$ cat config.mk
export PLATFORM = sky130hd
export DESIGN_NAME = pipe_stage_skid
export DESIGN_NICKNAME = d
export VERILOG_FILES = /design/src/rtl/pipe_stage_skid.sv
export SDC_FILE = /design/constraint.sdc
export NUM_CORES = 1
export LEC_CHECK = 0
export CAP_MARGIN = 10
export CELL_PAD_IN_SITES_DETAIL_PLACEMENT = 1
export CELL_PAD_IN_SITES_GLOBAL_PLACEMENT = 2
export CORE_MARGIN = 2
export CORE_UTILIZATION = 32
export CTS_BUF_LIST = sky130_fd_sc_hd__clkbuf_4 sky130_fd_sc_hd__clkbuf_8
export DETAILED_ROUTE_END_ITERATION = 8
export GPL_TIMING_DRIVEN = 0
export PLACE_DENSITY_LB_ADDON = 0.1
export RECOVER_POWER = 100
export SYNTH_ARGS = -nofsm -noshare
export SYNTH_HDL_FRONTEND = slang
export SYNTH_SLANG_ARGS = --single-unit
$ cat constraint.sdc
create_clock -name clk -period 3.85 [get_ports clk]
set_input_delay 0.385 -clock clk [delete_from_list [all_inputs] [get_ports clk]]
set_output_delay 0.385 -clock clk [all_outputs]
set_load 0.01 [all_outputs]
$ cat src/rtl/pipe_stage_skid.sv
// Pipeline stage register with valid/ready handshake, 2-entry skid buffer and NOP-injecting flush.
// Optional statistics counters (stall_cnt, flush_cnt) are built when PIPE_STATS_EN is defined.
module pipe_stage_skid #(
`ifdef PIPE_STATS_EN
   parameter int CNT_W = 16,
`endif
   parameter int INSTR_W = 32,
   parameter int PC_W = 32,
   parameter logic [INSTR_W-1:0] NOP_INSTR = INSTR_W'(32'h00000013)
) (
   input  logic               clk,
   input  logic               reset,
   input  logic               flush,
   input  logic               in_valid,
   output logic               in_ready,
   input  logic [INSTR_W-1:0] in_instr,
   input  logic [PC_W-1:0]    in_pc,
   output logic               out_valid,
   input  logic               out_ready,
   output logic [INSTR_W-1:0] out_instr,
   output logic [PC_W-1:0]    out_pc
`ifdef PIPE_STATS_EN
   ,
   output logic [CNT_W-1:0]   stall_cnt,
   output logic [CNT_W-1:0]   flush_cnt
`endif
);

   typedef enum logic [1:0] {EMPTY, ONE, FULL} state_t;

   state_t               state_q, state_d;
   logic [INSTR_W-1:0]   main_instr_q, main_instr_d;
   logic [PC_W-1:0]      main_pc_q, main_pc_d;
   logic [INSTR_W-1:0]   skid_instr_q, skid_instr_d;
   logic [PC_W-1:0]      skid_pc_q, skid_pc_d;
   logic                 accept;
   logic                 pop;

   // in_ready decodes only the state register, so out_ready never reaches it
   assign in_ready  = (state_q != FULL) && !reset;
   assign out_valid = (state_q != EMPTY);
   assign out_instr = main_instr_q;
   assign out_pc    = main_pc_q;
   assign accept    = in_valid && in_ready;
   assign pop       = out_valid && out_ready;

   always_comb begin
      state_d      = state_q;
      main_instr_d = main_instr_q;
      main_pc_d    = main_pc_q;
      skid_instr_d = skid_instr_q;
      skid_pc_d    = skid_pc_q;
      if (flush) begin
         // the squashed entry's PC stays visible; only the instruction turns into a bubble
         state_d      = EMPTY;
         main_instr_d = NOP_INSTR;
      end else begin
         case (state_q)
            EMPTY: begin
               if (accept) begin
                  main_instr_d = in_instr;
                  main_pc_d    = in_pc;
                  state_d      = ONE;
               end
            end
            ONE: begin
               if (accept && pop) begin
                  main_instr_d = in_instr;
                  main_pc_d    = in_pc;
               end else if (accept) begin
                  skid_instr_d = in_instr;
                  skid_pc_d    = in_pc;
                  state_d      = FULL;
               end else if (pop) begin
                  main_instr_d = NOP_INSTR;
                  state_d      = EMPTY;
               end
            end
            FULL: begin
               if (pop) begin
                  main_instr_d = skid_instr_q;
                  main_pc_d    = skid_pc_q;
                  state_d      = ONE;
               end
            end
            default: state_d = EMPTY;
         endcase
      end
   end

   always_ff @(posedge clk) begin
      if (reset) begin
         state_q      <= EMPTY;
         main_instr_q <= NOP_INSTR;
         main_pc_q    <= '0;
         skid_instr_q <= '0;
         skid_pc_q    <= '0;
      end else begin
         state_q      <= state_d;
         main_instr_q <= main_instr_d;
         main_pc_q    <= main_pc_d;
         skid_instr_q <= skid_instr_d;
         skid_pc_q    <= skid_pc_d;
      end
   end

`ifdef PIPE_STATS_EN
   // saturating counters; flush deliberately leaves them untouched
   always_ff @(posedge clk) begin
      if (reset) begin
         stall_cnt <= '0;
         flush_cnt <= '0;
      end else begin
         if (out_valid && !out_ready && (stall_cnt != '1))
            stall_cnt <= stall_cnt + 1'b1;
         if (flush && (flush_cnt != '1))
            flush_cnt <= flush_cnt + 1'b1;
      end
   end
`endif

endmodule

## After elaboration in Yosys (flattened, before gate mapping)

Cells that the tools add are included.

| operators by class | value |
|---|---|
| equal/unequal tests | 10 |
| multiplexer cells | 16 |
| bitwise operators | 2 |
| reductions and logical operators | 13 |

Operator list:

| operator | number |
|---|---|
| $mux 32 | 8 |
| $pmux 32 s3 | 2 |
| $mux 2 | 5 |
| $ne 2x2->1 const B | 5 |
| $reduce_and 5->1 | 2 |
| $ne 3x3->1 const B | 3 |
| $reduce_and 4->1 | 2 |
| $pmux 2 s3 | 1 |
| $logic_and 1x1->1 | 4 |
| $reduce_bool 3->1 | 1 |
| $eq 2x1->1 const B | 1 |
| $eq 2x2->1 const B | 1 |
| $logic_not 2->1 | 1 |
| $not 1->1 | 2 |
| $reduce_bool 2->1 | 1 |
| $reduce_or 2->1 | 1 |
| $logic_not 1->1 | 1 |

| storage, ports and cells | value |
|---|---|
| bits in registers | 130 |
| input port bits | 69 |
| output and inout port bits | 66 |
| logic and storage cells | 46 |

## Longest topological paths before layout

| depth | value |
|---|---|
| depth after elaboration | 6 |
| mapped depth | 10 |
| depth with buffers taken out | 6 |

## Worst setup path after synthesis

Ideal clock, no wire load.

| path | value |
|---|---|
| path type | register -> register |
| from | reg state_q[0] |
| to | reg skid_pc_q[2] |
| setup time | 0.133 ns |
| data arrival time | 2.134 ns |
| data required time | 3.717 ns |
| path slack | 1.583 ns |
| cell stages (with the launch flop) | 11 |
| buffers on the path | 4 |
| clock period less this slack | 2.267 ns |
| path through | dfxtp_1 inv_1 ha_1 buf_2 or3b_4 buf_6 or4_1 buf_2 buf_2 nand2_1 a21oi_1 |

| between the ends | value |
|---|---|
| longest elaborated chain between the ends | 6 |
| elaborated cells between the ends (all ways) | 9 |
| classes of those cells | eq/ne: 2; bitwise: 1; reduce/logical: 6 |

Ends and longest elaborated chain:

| element | RTL line | text |
|---|---|---|
| from (decl) | 31 | `state_t state_q, state_d;` |
| from (signal assigned) | 99 | `state_q <= state_d;` |
| $ne 2x2->1 | 40 | `assign in_ready = (state_q != FULL) && !reset;` |
| $logic_and 1x1->1 | 40 |  |
| $logic_and 1x1->1 | 44 | `assign accept = in_valid && in_ready;` |
| $logic_and 1x1->1 | 67 | `if (accept && pop) begin` |
| $not 1->1 (no source line) | -- |  |
| $reduce_and 4->1 (no source line) * | -- |  |
| to (signal assigned) | 103 | `skid_pc_q <= skid_pc_d;` |
| to (decl) | 35 | `logic [PC_W-1:0] skid_pc_q, skid_pc_d;` |

Every way passes the cells marked *; elsewhere a longest branch is shown, timed or not.
A chain may end at the register's enable or synchronous reset.

## Worst setup path in the final report

| path | value |
|---|---|
| from | reg state_q[0] |
| to | reg main_pc_q[22], in the netlist out_pc[22] |

| between the ends | value |
|---|---|
| longest elaborated chain between the ends | 6 |
| elaborated cells between the ends (all ways) | 15 |
| classes of those cells | eq/ne: 6; mux: 1; reduce/logical: 8 |

Ends and longest elaborated chain:

| element | RTL line | text |
|---|---|---|
| $ne 2x2->1 | 40 |  |
| $logic_and 1x1->1 | 40 |  |
| $logic_and 1x1->1 | 44 |  |
| $logic_and 1x1->1 | 67 |  |
| $ne 2x2->1 (no source line) | -- |  |
| $reduce_and 5->1 (no source line) | -- |  |
| to (signal assigned) | 101 | `main_pc_q <= main_pc_d;` |
| to (decl) | 33 | `logic [PC_W-1:0] main_pc_q, main_pc_d;` |

Parallel ways exist; a longest one is shown, timed or not.

==> flow_summary.toml <==
[outcome]
status = "complete, no violations"

[timing]
rsz0062_at_grt = "false"
max_clock_freq_mhz = 320.2
fin_tns_setup_ps = 0
post-route-period-util_pct = 81.13
slew_headroom_pct = 44.97
setup_viol = 0
tightest_slew_ps = 825.5
period_minus_slack_ps = 3124
fin_skew_ps = 8.059
slew_viol_final = 0
hold_viol_final = 0
holdWs_ps = 455.6

[placed_design]
dp_cells = 1006
gp_congestion = 0.7635
portBuffers = 133
dpl_cell_area_um2 = 7078
hpwl_um = 13020

[clock_tree]
cts_buffer_depth = 2
cts_max_level = 4
cts_hold_buf = 0
clkLatencyLatePin_ps = 440
cts_made_buffers = 17
cts_sinks = 130
ctsResizeCount = 0
postCtsSetupBuffers = 0
clk_pin_slew_ps = 80
clock-root-buffer = "clkbuf_8"
tritoncts = "yes"

[global_routing]
grt.overflow.total = 0
grt_max_degree = 17
grt_pass1_wl_um = 29440
grt_usage_pct = 20.66
grt_pass1_vias = 5606
grt_antenna_before_repair = 0

[synthesis]
synth_most_common_cell = "nand2_1"
ys.flop_type = "dfxtp_1"
postSynthCellCount = 653
syn-num-nets = 727
syn-cell-area_um2 = 5471
netlist.area_leader.share_pct = 47.56
yosys.area.top_type = "dfxtp_1"
ys_seq_elements = 130
yosysSeqAreaShare_pct = 47.56
synthAdderAreaFrac_pct = 1.143
synth_compound_area_share_pct = 23.32
synth_commonest_cells = "190 x nand2_1, 130 x dfxtp_1, 128 x a21oi_1, 35 x a211oi_1, 32 x mux2i_1"
async_reset_ff_share_pct = 0
synthSimpleGateAreaFrac_pct = 15.89
syn_area_per_cell_um2 = 8.379
synth.distinct_cells = 34
ys_top_cells_by_area = "dfxtp_1 48%, nand2_1 13%, a21oi_1 12%, mux2i_1 5.9%, a211oi_1 4.8%"
synthMuxAreaShare_pct = 5.854
synth_top_family_by_area = "compound AO/OA/AOI/OAI gates"
yosys_warnings = 0
synth_edf_count = 0
yosys.area_share.xor_xnor_pct = 0

[drt]
wl_um = 18110
vias = 5275
wl_per_cell_um = 17.45
viasPerCell = 5.082
antenna_left = 0
drt_iter0_drc = 160
drt_first_pass_iters = 4
drcViolationCount = 0

[worst_setup_path]
r2r-start = "state_q[0]"
reg2reg_to = "out_pc[22]"
regToRegSetupSlack_ps = 730
crit_path_end = "out_pc[22]"
critPathKind = "register to register"
required_ps = 4200
crit_start = "state_q[0]"
crit_path_start_kind = "register"
crit_path_end_kind = "register"
r2r_cells = 9
path_max_fanout = 10
worstPathArrival_ps = 3470

[finish]
drive_gt1_share_pct = 7.213
fillers = 1988
n_antenna_cell = 0
finalNetCount = 879
syn2layout_area_growth_pct = 38.39
utilization_pct = 45.50
design_area_um2 = 7572
finalNonFillerCells = 1038

[job]
maxCapViolCount = 0

[floorplan]
ios = 135
start_util_pct = 32.88
dieWidth_um = 134.8
design.die.area_um2 = 18160
rows = 47
die_y_um = 134.8
core_area_um2 = 16640

[pwr]
powerDensity_nw_per_um2 = 455.8
peakVddDrop_mv = 0.2723
leakage_uw = 0.002697

[hold_path]
min-delay-start = "skid_instr_q[7]"
hold_path_class = "register to register"
## worst min path at each step
stage	endpoint	slack, ps	cells after the start
after floorplan	skid_pc_q[0]	440	2
after global placement	skid_pc_q[0]	440	2
after detailed placement	skid_instr_q[2]	450	2
after CTS	skid_instr_q[2]	460	2
after global routing	skid_instr_q[25]	470	2
final	skid_instr_q[7]	460	2
## cells by family (layout without fill, tap and decap cells)
group / count (synthesis) / in the layout
AOI/OAI and AO/OA: 206 / 206
adders and majority gates: 5 / 5
buffers and inverters: 65 / 230
DFF: 130 / 130
muxes: 32 / 32
and+or+nand+nor: 215 / 215
## critical path, stage by stage, from the launching register on
cell,delay (ps)
dfxtp_1,390
inv_1,110
ha_1,210
clkbuf_1,180
or3b_1,470
a221oi_1,430
clkbuf_1,500
buf_2,380
a21oi_1,100
a211oi_1,260
## routing by layer
layer / global-route usage (%) / part of all wire [%] / routed length (um)
met2: 36.60 / 50 / 9044
met4: 6.374 / 1.8 / 322
met1: 24.25 / 43 / 7800
met3: 5.668 / 5.2 / 947
met5: 0 / 0 / 0
## registers in the layout (all words and copies together) (netlist names)
register      cells
out_instr        32
out_pc           32
skid_instr_q     32
skid_pc_q        32
state_q           2
## per-stage QoR
stage	total power (uW)	worst slack [ps]
after floorplan	1647	1583
after global placement	1880	1147
after detailed placement	1892	1075
after CTS	3507	944.7
after global routing	3588	469.5
final	3452	726.5
## placed cells by master, fill, tap and decap left out, drive strengths merged, types with 2 or more instances in the layout
| cell type | Yosys | final |
|---|---|---|
| or2 | 3 | 3 |
| nor2 | 9 | 9 |
| nor2b | 3 | 3 |
| dlygate4sd3 | 0 | 66 |
| bufinv | 0 | 9 |
| a21boi | 3 | 3 |
| clkinv | 0 | 3 |
| clkdlybuf4s50 | 0 | 67 |
| a311oi | 29 | 29 |
| ha | 5 | 5 |
| o21ai | 2 | 2 |
| buf | 34 | 23 |
| and2 | 3 | 3 |
| a211oi | 35 | 35 |
| a211o | 3 | 3 |
| mux2i | 32 | 32 |
| clkbuf | 27 | 56 |
| dfxtp | 130 | 130 |
| a21oi | 128 | 128 |
| nand2 | 190 | 190 |
| inv | 4 | 5 |
## report_power, final
group	total [uW]	switching (uW)	internal, uW
combinational	421	225	196
clock	1620	565	1050
sequential	1420	24.8	1390
total	3450	814	2640
## cell type report
cell class | count | area (um^2) | area share [%]
Buffer | 61 | 275.3 | 3.635
Timing Repair Buffer | 133 | 1331 | 17.58
Tap cell | 220 | 275.3 | 3.635
Clock buffer | 18 | 247.7 | 3.272
Inverter | 4 | 15.01 | 0.1983
Sequential cell | 130 | 2603 | 34.37
Multi-Input combinational cell | 458 | 2520 | 33.28
Clock inverter | 14 | 305.3 | 4.032
Note: power is estimated with default switching activity, not from simulation.
